**config.mk**
```make
export PLATFORM = sky130hd
export DESIGN_NAME = arcade_input_mapper_flat
export DESIGN_NICKNAME = d
export VERILOG_FILES = /design/src/rtl/arcade_input_mapper_if.sv /design/src/rtl/arcade_input_mapper.sv /design/src/flat_wrapper.sv
export SDC_FILE = /design/constraint.sdc
export NUM_CORES = 1
export LEC_CHECK = 0
export ABC_AREA = 0
export BUFFER_PORTS_ARGS = -buffer_cell sky130_fd_sc_hd__buf_2
export CORE_MARGIN = 8
export CORE_UTILIZATION = 49
export DETAILED_ROUTE_END_ITERATION = 8
export PLACE_DENSITY = 0.74
export SYNTH_ARGS = -nofsm -noshare
export SYNTH_HDL_FRONTEND = slang
export SYNTH_SLANG_ARGS = --single-unit
```
**constraint.sdc**
```tcl
create_clock -name clk_sys -period 2.2 [get_ports clk_sys]
set_clock_uncertainty 0.2 [all_clocks]
set_input_delay 0.22 -clock clk_sys [delete_from_list [all_inputs] [get_ports clk_sys]]
set_output_delay 0.22 -clock clk_sys [all_outputs]
set_load 0.01 [all_outputs]
```
**src/rtl/arcade_input_mapper_if.sv**
```systemverilog
// arcade_input_mapper_if: joystick words in, conditioned core control pins out
interface arcade_input_mapper_if #(
    parameter int PLAYERS = 2
);
    logic                   shared_mode;
    logic [16*PLAYERS-1:0]  joy_in;
    logic [PLAYERS-1:0]     autofire_en;
    logic [4*PLAYERS-1:0]   dir_out;
    logic [PLAYERS-1:0]     fire_out;
    logic [PLAYERS-1:0]     start_out;
    logic [PLAYERS-1:0]     coin_out;
    modport master (
        output shared_mode, joy_in, autofire_en,
        input  dir_out, fire_out, start_out, coin_out
    );
    modport slave (
        input  shared_mode, joy_in, autofire_en,
        output dir_out, fire_out, start_out, coin_out
    );
endinterface

```
**src/rtl/arcade_input_mapper.sv**
```systemverilog
// arcade_input_mapper: shared/per-player pad mapping, coin pulse shaping with lockout,
// and per-player autofire when INPUT_AUTOFIRE_EN is defined.
module arcade_input_mapper #(
    parameter int PLAYERS      = 2,
    parameter int COIN_PULSE   = 120000,
    parameter int AUTOFIRE_DIV = 600000
) (
    input logic clk_sys,
    input logic reset,
    arcade_input_mapper_if.slave io
);
    localparam int CW = COIN_PULSE > 1 ? $clog2(COIN_PULSE) : 1;
    typedef enum logic [1:0] {IDLE, PULSE, GAP} coin_state_t;
    logic [7:0]         pad_or;
    logic [7:0]         src [PLAYERS];
    logic [PLAYERS-1:0] coin_q, coin_src, coin_rise, start_src, fire_src, fire_n;
    coin_state_t        st [PLAYERS];
    coin_state_t        st_n [PLAYERS];
    logic [CW-1:0]      cnt [PLAYERS];
    logic [CW-1:0]      cnt_n [PLAYERS];
    // coin_q holds raw pad bit7s so the previous value of whichever source is now selected can be rebuilt
    always_comb begin
        pad_or = '0;
        for (int p = 0; p < PLAYERS; p++) pad_or |= io.joy_in[16*p +: 8];
        for (int p = 0; p < PLAYERS; p++) begin
            src[p]       = io.shared_mode ? pad_or : io.joy_in[16*p +: 8];
            start_src[p] = io.shared_mode ? (p == 0 ? src[p][5] : p == 1 ? src[p][6] : 1'b0) : src[p][5];
            coin_src[p]  = io.shared_mode ? (p == 0 && src[p][7]) : src[p][7];
            coin_rise[p] = coin_src[p] & ~(io.shared_mode ? (p == 0 && |coin_q) : coin_q[p]);
            fire_src[p]  = src[p][4];
        end
    end
    always_comb begin
        io.coin_out = '0;
        for (int p = 0; p < PLAYERS; p++) begin
            st_n[p]        = (st[p] == IDLE) ? (coin_rise[p] ? PULSE : IDLE)
                           : (cnt[p] != CW'(COIN_PULSE - 1)) ? st[p]
                           : (st[p] == PULSE) ? GAP : IDLE;
            cnt_n[p]       = (st[p] == IDLE || cnt[p] == CW'(COIN_PULSE - 1)) ? '0 : cnt[p] + 1'b1;
            io.coin_out[p] = st[p] == PULSE;
        end
    end
    always_ff @(posedge clk_sys) begin
        if (reset) begin
            io.dir_out   <= '0;
            io.fire_out  <= '0;
            io.start_out <= '0;
            coin_q       <= '1;
            for (int p = 0; p < PLAYERS; p++) begin
                st[p]  <= IDLE;
                cnt[p] <= '0;
            end
        end else begin
            io.fire_out  <= fire_n;
            io.start_out <= start_src;
            for (int p = 0; p < PLAYERS; p++) begin
                io.dir_out[4*p +: 4] <= src[p][3:0];
                coin_q[p]            <= io.joy_in[16*p + 7];
                st[p]                <= st_n[p];
                cnt[p]               <= cnt_n[p];
            end
        end
    end
`ifdef INPUT_AUTOFIRE_EN
    localparam int AW = AUTOFIRE_DIV > 1 ? $clog2(AUTOFIRE_DIV) : 1;
    logic [PLAYERS-1:0] fire_q, phase, phase_n;
    logic [AW-1:0]      af_cnt [PLAYERS];
    logic [AW-1:0]      af_cnt_n [PLAYERS];
    // fire_out uses the phase being loaded this edge, so a fresh press fires immediately
    always_comb begin
        phase_n = '0;
        fire_n  = '0;
        for (int p = 0; p < PLAYERS; p++) begin
            phase_n[p]  = !fire_src[p] ? 1'b0
                        : !fire_q[p] ? 1'b1
                        : (af_cnt[p] == AW'(AUTOFIRE_DIV - 1)) ? ~phase[p] : phase[p];
            af_cnt_n[p] = (!fire_src[p] || !fire_q[p] || af_cnt[p] == AW'(AUTOFIRE_DIV - 1)) ? '0 : af_cnt[p] + 1'b1;
            fire_n[p]   = fire_src[p] & (io.autofire_en[p] ? phase_n[p] : 1'b1);
        end
    end
    always_ff @(posedge clk_sys) begin
        if (reset) begin
            fire_q <= '0;
            phase  <= '0;
            for (int p = 0; p < PLAYERS; p++) af_cnt[p] <= '0;
        end else begin
            fire_q <= fire_src;
            phase  <= phase_n;
            for (int p = 0; p < PLAYERS; p++) af_cnt[p] <= af_cnt_n[p];
        end
    end
`else
    assign fire_n = fire_src;
`endif
endmodule

```
**src/flat_wrapper.sv**
```systemverilog
// flat-port wrapper written by rule: the top's interface ports become plain ports
module arcade_input_mapper_flat 
#(
    parameter int PLAYERS      = 2,
    parameter int COIN_PULSE   = 120000,
    parameter int AUTOFIRE_DIV = 600000
)
  (clk_sys, reset, io_shared_mode, io_joy_in, io_autofire_en, io_dir_out, io_fire_out, io_start_out, io_coin_out);
  arcade_input_mapper_if #(.PLAYERS(PLAYERS)) io_i ();
  input logic clk_sys;
  input logic reset;
  input wire logic [$bits(io_i.shared_mode)-1:0] io_shared_mode;
  input wire logic [$bits(io_i.joy_in)-1:0] io_joy_in;
  input wire logic [$bits(io_i.autofire_en)-1:0] io_autofire_en;
  output wire logic [$bits(io_i.dir_out)-1:0] io_dir_out;
  output wire logic [$bits(io_i.fire_out)-1:0] io_fire_out;
  output wire logic [$bits(io_i.start_out)-1:0] io_start_out;
  output wire logic [$bits(io_i.coin_out)-1:0] io_coin_out;
  assign io_i.shared_mode = io_shared_mode;
  assign io_i.joy_in = io_joy_in;
  assign io_i.autofire_en = io_autofire_en;
  assign io_dir_out = io_i.dir_out;
  assign io_fire_out = io_i.fire_out;
  assign io_start_out = io_i.start_out;
  assign io_coin_out = io_i.coin_out;
  arcade_input_mapper #(.PLAYERS(PLAYERS), .COIN_PULSE(COIN_PULSE), .AUTOFIRE_DIV(AUTOFIRE_DIV)) u_core (.clk_sys(clk_sys), .reset(reset), .io(io_i));
endmodule
```
Word-level counts from Yosys, hierarchy flattened

Memories as Yosys holds them, arrays and structs flattened.
Index checks and enable logic that the tools add are counted.

Magnitude comparators: 0
Mux-type cells: 23
Add/subtract/negate cells: 2
Divide/modulo/power cells: 0
Eq/ne operators: 6
Multiply operators: 0
Reduce and logical (&&, ||, !) cells: 5
Bitwise logic cells: 9
Shifts and indexed selects: 0

Operators with widths:

| kind                                                             | count |
|---|---|
| 17-bit 2-to-1 mux                                                | 4 |
| 17-bit by 1-bit adder with 17-bit output (second input constant) | 2 |
| 17-bit == test (second input constant)                           | 2 |
| 17-bit inequality test (second input constant)                   | 2 |
| 2-bit 2-to-1 mux                                                 | 8 |
| 8-bit 2-to-1 mux                                                 | 2 |
| 1-bit 2-to-1 mux                                                 | 9 |
| 8-bit bitwise OR                                                 | 1 |
| 2-bit by 1-bit == test with 1-bit output (second input constant) | 2 |
| 2-bit logical NOT                                                | 2 |
| 1-bit bitwise OR                                                 | 4 |
| 1-bit bitwise AND                                                | 2 |
| 1-bit logical OR                                                 | 2 |
| 1-bit NOT                                                        | 2 |
| 2-bit OR reduction                                               | 1 |

Bits in latches: 0
Bits of input ports: 37
Memories kept: 2
Bits in read-only memories: 0
Output and inout port bits: 14
Flip-flop bits (word level): 14
Word-level logic and storage cells: 51
RAM bits: 38

Memories:

| name       | words | width | rd ports | clocked after memory_dff | wr ports | RTL line                  | text |
|---|---|---|---|---|---|---|---|
| u_core.cnt | 2     | 17    | 2        | 0                        | 2        | arcade_input_mapper.sv:19 | `logic [CW-1:0] cnt [PLAYERS];` |
| u_core.st  | 2     | 2     | 2        | 0                        | 2        | arcade_input_mapper.sv:17 | `coin_state_t st [PLAYERS];` |

Logic depth before layout (Yosys ltp)

Word-level depth: 7
Depth in mapped cells: 6
Depth with buffers taken out: 5

Worst setup path before layout

Ideal clock, no wire load.

Kind: reg-to-reg
Start point: memory u_core.cnt[0][0] (netlist name)
End point: memory u_core.cnt[0][16] (netlist name)
Stages on the path, launching flop included: 7
Setup slack: 0.348 ns
Buffers on the path: 1
Required time: 1.885 ns
Clock period less this slack: 1.852 ns
Data arrival time: 1.537 ns
Setup time: 0.115 ns
Path through: dfxtp_1 > ha_1 > nand2_1 > or3_4 > o21ai_4 > buf_6 > nor2_1

RTL lines:

| item               | RTL line |
|---|---|
| start: declaration | arcade_input_mapper.sv:19 |

==> metrics.txt <==
ys async rst share=0%; slowest CP cell=dfxtp_1; # diodes=0; clock slew at reported path FFs=0.09 ns; Mapped Area=2140 µm²; antenna violations before repair=0; status=finished clean; # placed instances=320; Worst-Margin Slew=0.363 ns; Multi-input gate area=1040 µm²; Post-synth EDFFs=0; full die area=6740 µm²; RePlAce Congestion=0.748; HP Start=io_joy_in[21]; critical path class=reg -> reg; met2 Resource Use GR=27.8%; Hold/Removal Path Class=in -> reg; clock power share=41.6%; CP Data Arrival Time=1.89 ns; # port buffers=32; first-pass GRT wire length=8.09 mm; DRT iter0 DRCs=142; CP Capture Type=flop; Core Area=4290 µm²; post-CTS sizing=0; TritonRoute pass-1 iters=4; via count=1855; Avg Vias per Cell=5.33; I/O pin count=51; synthesis warning total=0; CTS max path bufs=2; reg-to-reg startpoint=u_core.cnt[0][6]; post-synth cell types=36; final wirelength=5.03 mm; type of origin of the critical path=flop; met1 GRT Util=16.9%; GR Overflow Total=0; Post-Syn Nets=277; Int Power=1.48 mW; Leak Pwr=0.961 nW; Sequential cell area=1040 µm²; final setup violation count=0; dpl hpwl=2.84 mm; sw frac=20.9%; share of power burned in registers=51.6%; RSZ-0062 raised after global routing=false; layout cell share with drive strength beyond 1=17.2%; Avg WL per Cell=14.4 µm; most crowded layer after global routing=met2; Final Util=63.2%; TritonCTS buffer count=5; Die Wd=82.1 µm; Max Cap Viol=0; Tot GR Track Use=15.7%; H-tree levels=2; register area share after synthesis=48.7%; FMAX=543 MHz; row count=24; Pwr Density=690 nW/µm²; DRC=0; GR Util met3=4.70%; design area=2710 µm²; Tcrit/Tclk final=83.7%; CP max FO=7; largest net degree at the start of global routing=23; Clock Sink Count=52; Most used DFF post-synth=dfxtp_1; crit path buf inv count=0; Cell Chain, Critical Path=nand4_4 -> or2_1 -> or4_4 -> a21oi_2; Clock Latency Late Sink=0.31 ns; Hold Fails Final Rpt=0; largest stage delay on the critical path=0.49 ns; FILL cells=348; CP top delay family=simple AND/OR/NAND/NOR gates; Switching Power=0.390 mW; Cells after Synth=238; Comb pwr share=6.7%; Area Overhead vs Synth=26.8%; post-synthesis area per instance=8.99 µm²; Max Slew Vio Count=0; Worst Setup SP=u_core.cnt[0][6]; TNS Setup=0 ns; critical path required time=2.25 ns; Synth Register Bits=52; Root Buffer=clkbuf_8; final cell count without fillers=348; Peak VDD IR=504 µV; ANT nets after route=0; Slew HR=75.8%; CTS tree=yes; Initial Util=49.8%; placed cell area=2380 µm²; Final nets=334; clock period minus worst slack=1.84 ns; die height=82.1 µm; vias in the first global route=1788
## worst min-delay path, stage by stage
cell      delay, ns
buf_2          0.11
nor2_1         0.13
a211oi_1       0.08
## flip-flops by register name, indices dropped and copies added, names as in the netlist
signal	cells
u_core.st	4
u_core.io.dir_out	8
u_core.cnt	34
u_core.io.fire_out	2
u_core.io.start_out	2
u_core.coin_q	2
## placed cells by master, fill, tap and decap left out, types with 3 or more instances in the layout
cell type	n
a21oi_1	13
buf_2	32
buf_4	3
clkbuf_8	5
dfxtp_1	52
dlygate4sd3_1	20
inv_1	6
nand2_1	9
nand3_1	13
nand4_1	8
nor2_1	55
nor3_1	7
nor4_1	11
nor4bb_1	3
xnor2_1	22
xor2_1	8
## cell usage after synthesis, drive strengths merged (2+ instances only)
library cell  number  area share [%]
buf                2            0.76
or2                3            0.88
ha                 2             1.2
and3               2            0.58
nand2              9             1.6
dfxtp             52              49
nand4b             2            0.82
or4                2            0.88
or3                2            0.82
a21oi             14             3.5
nand4              9             3.3
nor4              11             3.2
nor2              55             9.6
nand3             13             3.0
inv                6             1.1
xor2               8             3.3
nor4bb             3             1.4
xnor2             22             9.0
clkbuf             4            0.70
nor3               7             1.6
## area by class of cell
| cell class | instances | area share (%) |
|---|---|---|
| clock buffers | 5 | 2.54 |
| clock inverters | 3 | 2.54 |
| inverters | 6 | 0.830 |
| multi-input cells | 174 | 38.5 |
| flip-flops and latches | 52 | 38.4 |
| well taps | 52 | 2.40 |
| repair buffers | 56 | 14.8 |
## path summary, 6_finish.rpt
kind | slack, ns | cells after the start | endpoint
worst max-delay path | 0.36 | 4 | u_core.cnt[0][15]
worst min register to register | 0.27 | 1 | u_core.cnt[0][0]
worst max register to register | 0.36 | 4 | u_core.cnt[0][15]
worst min-delay path | 0.08 | 3 | u_core.io.start_out[1]
## routing by layer
metal | wire length (µm) | vias to the layer above
li1 | - | 940
met1 | 2080 | 868
met3 | 164 | 12
met5 | 0 | -
met4 | 127 | 0
met2 | 2650 | 35
## cell families after synthesis
kind of cell / share of synthesized area, %
flip-flops: 48.7
multiplexers: 0.468
AND/OR/NAND/NOR: 29.6
adder cells (fa/ha/maj): 1.17
buffers and inverters: 2.51
AO/OA/AOI/OAI: 5.32
XOR/XNOR: 12.3
## metrics by stage
stage / hold slack [ns] / total power [mW] / worst slack (ns)
6_report: 0.0769 / 1.87 / 0.359
5_1_grt: 0.0587 / 1.95 / 0.206
4_1_cts: 0.00831 / 1.88 / 0.358
3_5_place_dp: 0.244 / 1.07 / 0.371
3_3_place_gp: 0.228 / 1.07 / 0.398
2_1_floorplan: 0.127 / 1.03 / 0.348
## power groups by stage
stage	Combinational (mW)	Clock [mW]	Sequential [mW]
2_1_floorplan	0.0352	0	0.996
3_3_place_gp	0.0867	0	0.987
3_5_place_dp	0.0876	0	0.987
4_1_cts	0.118	0.796	0.965
5_1_grt	0.136	0.849	0.969
6_report	0.126	0.779	0.966
## timing repair
item,CTS,global route
endpoints found under the hold margin,14,0
endpoints found under the setup margin,0,0
hold buffers,20,0
setup buffers,0,0
(Power assumes the default switching activity.)
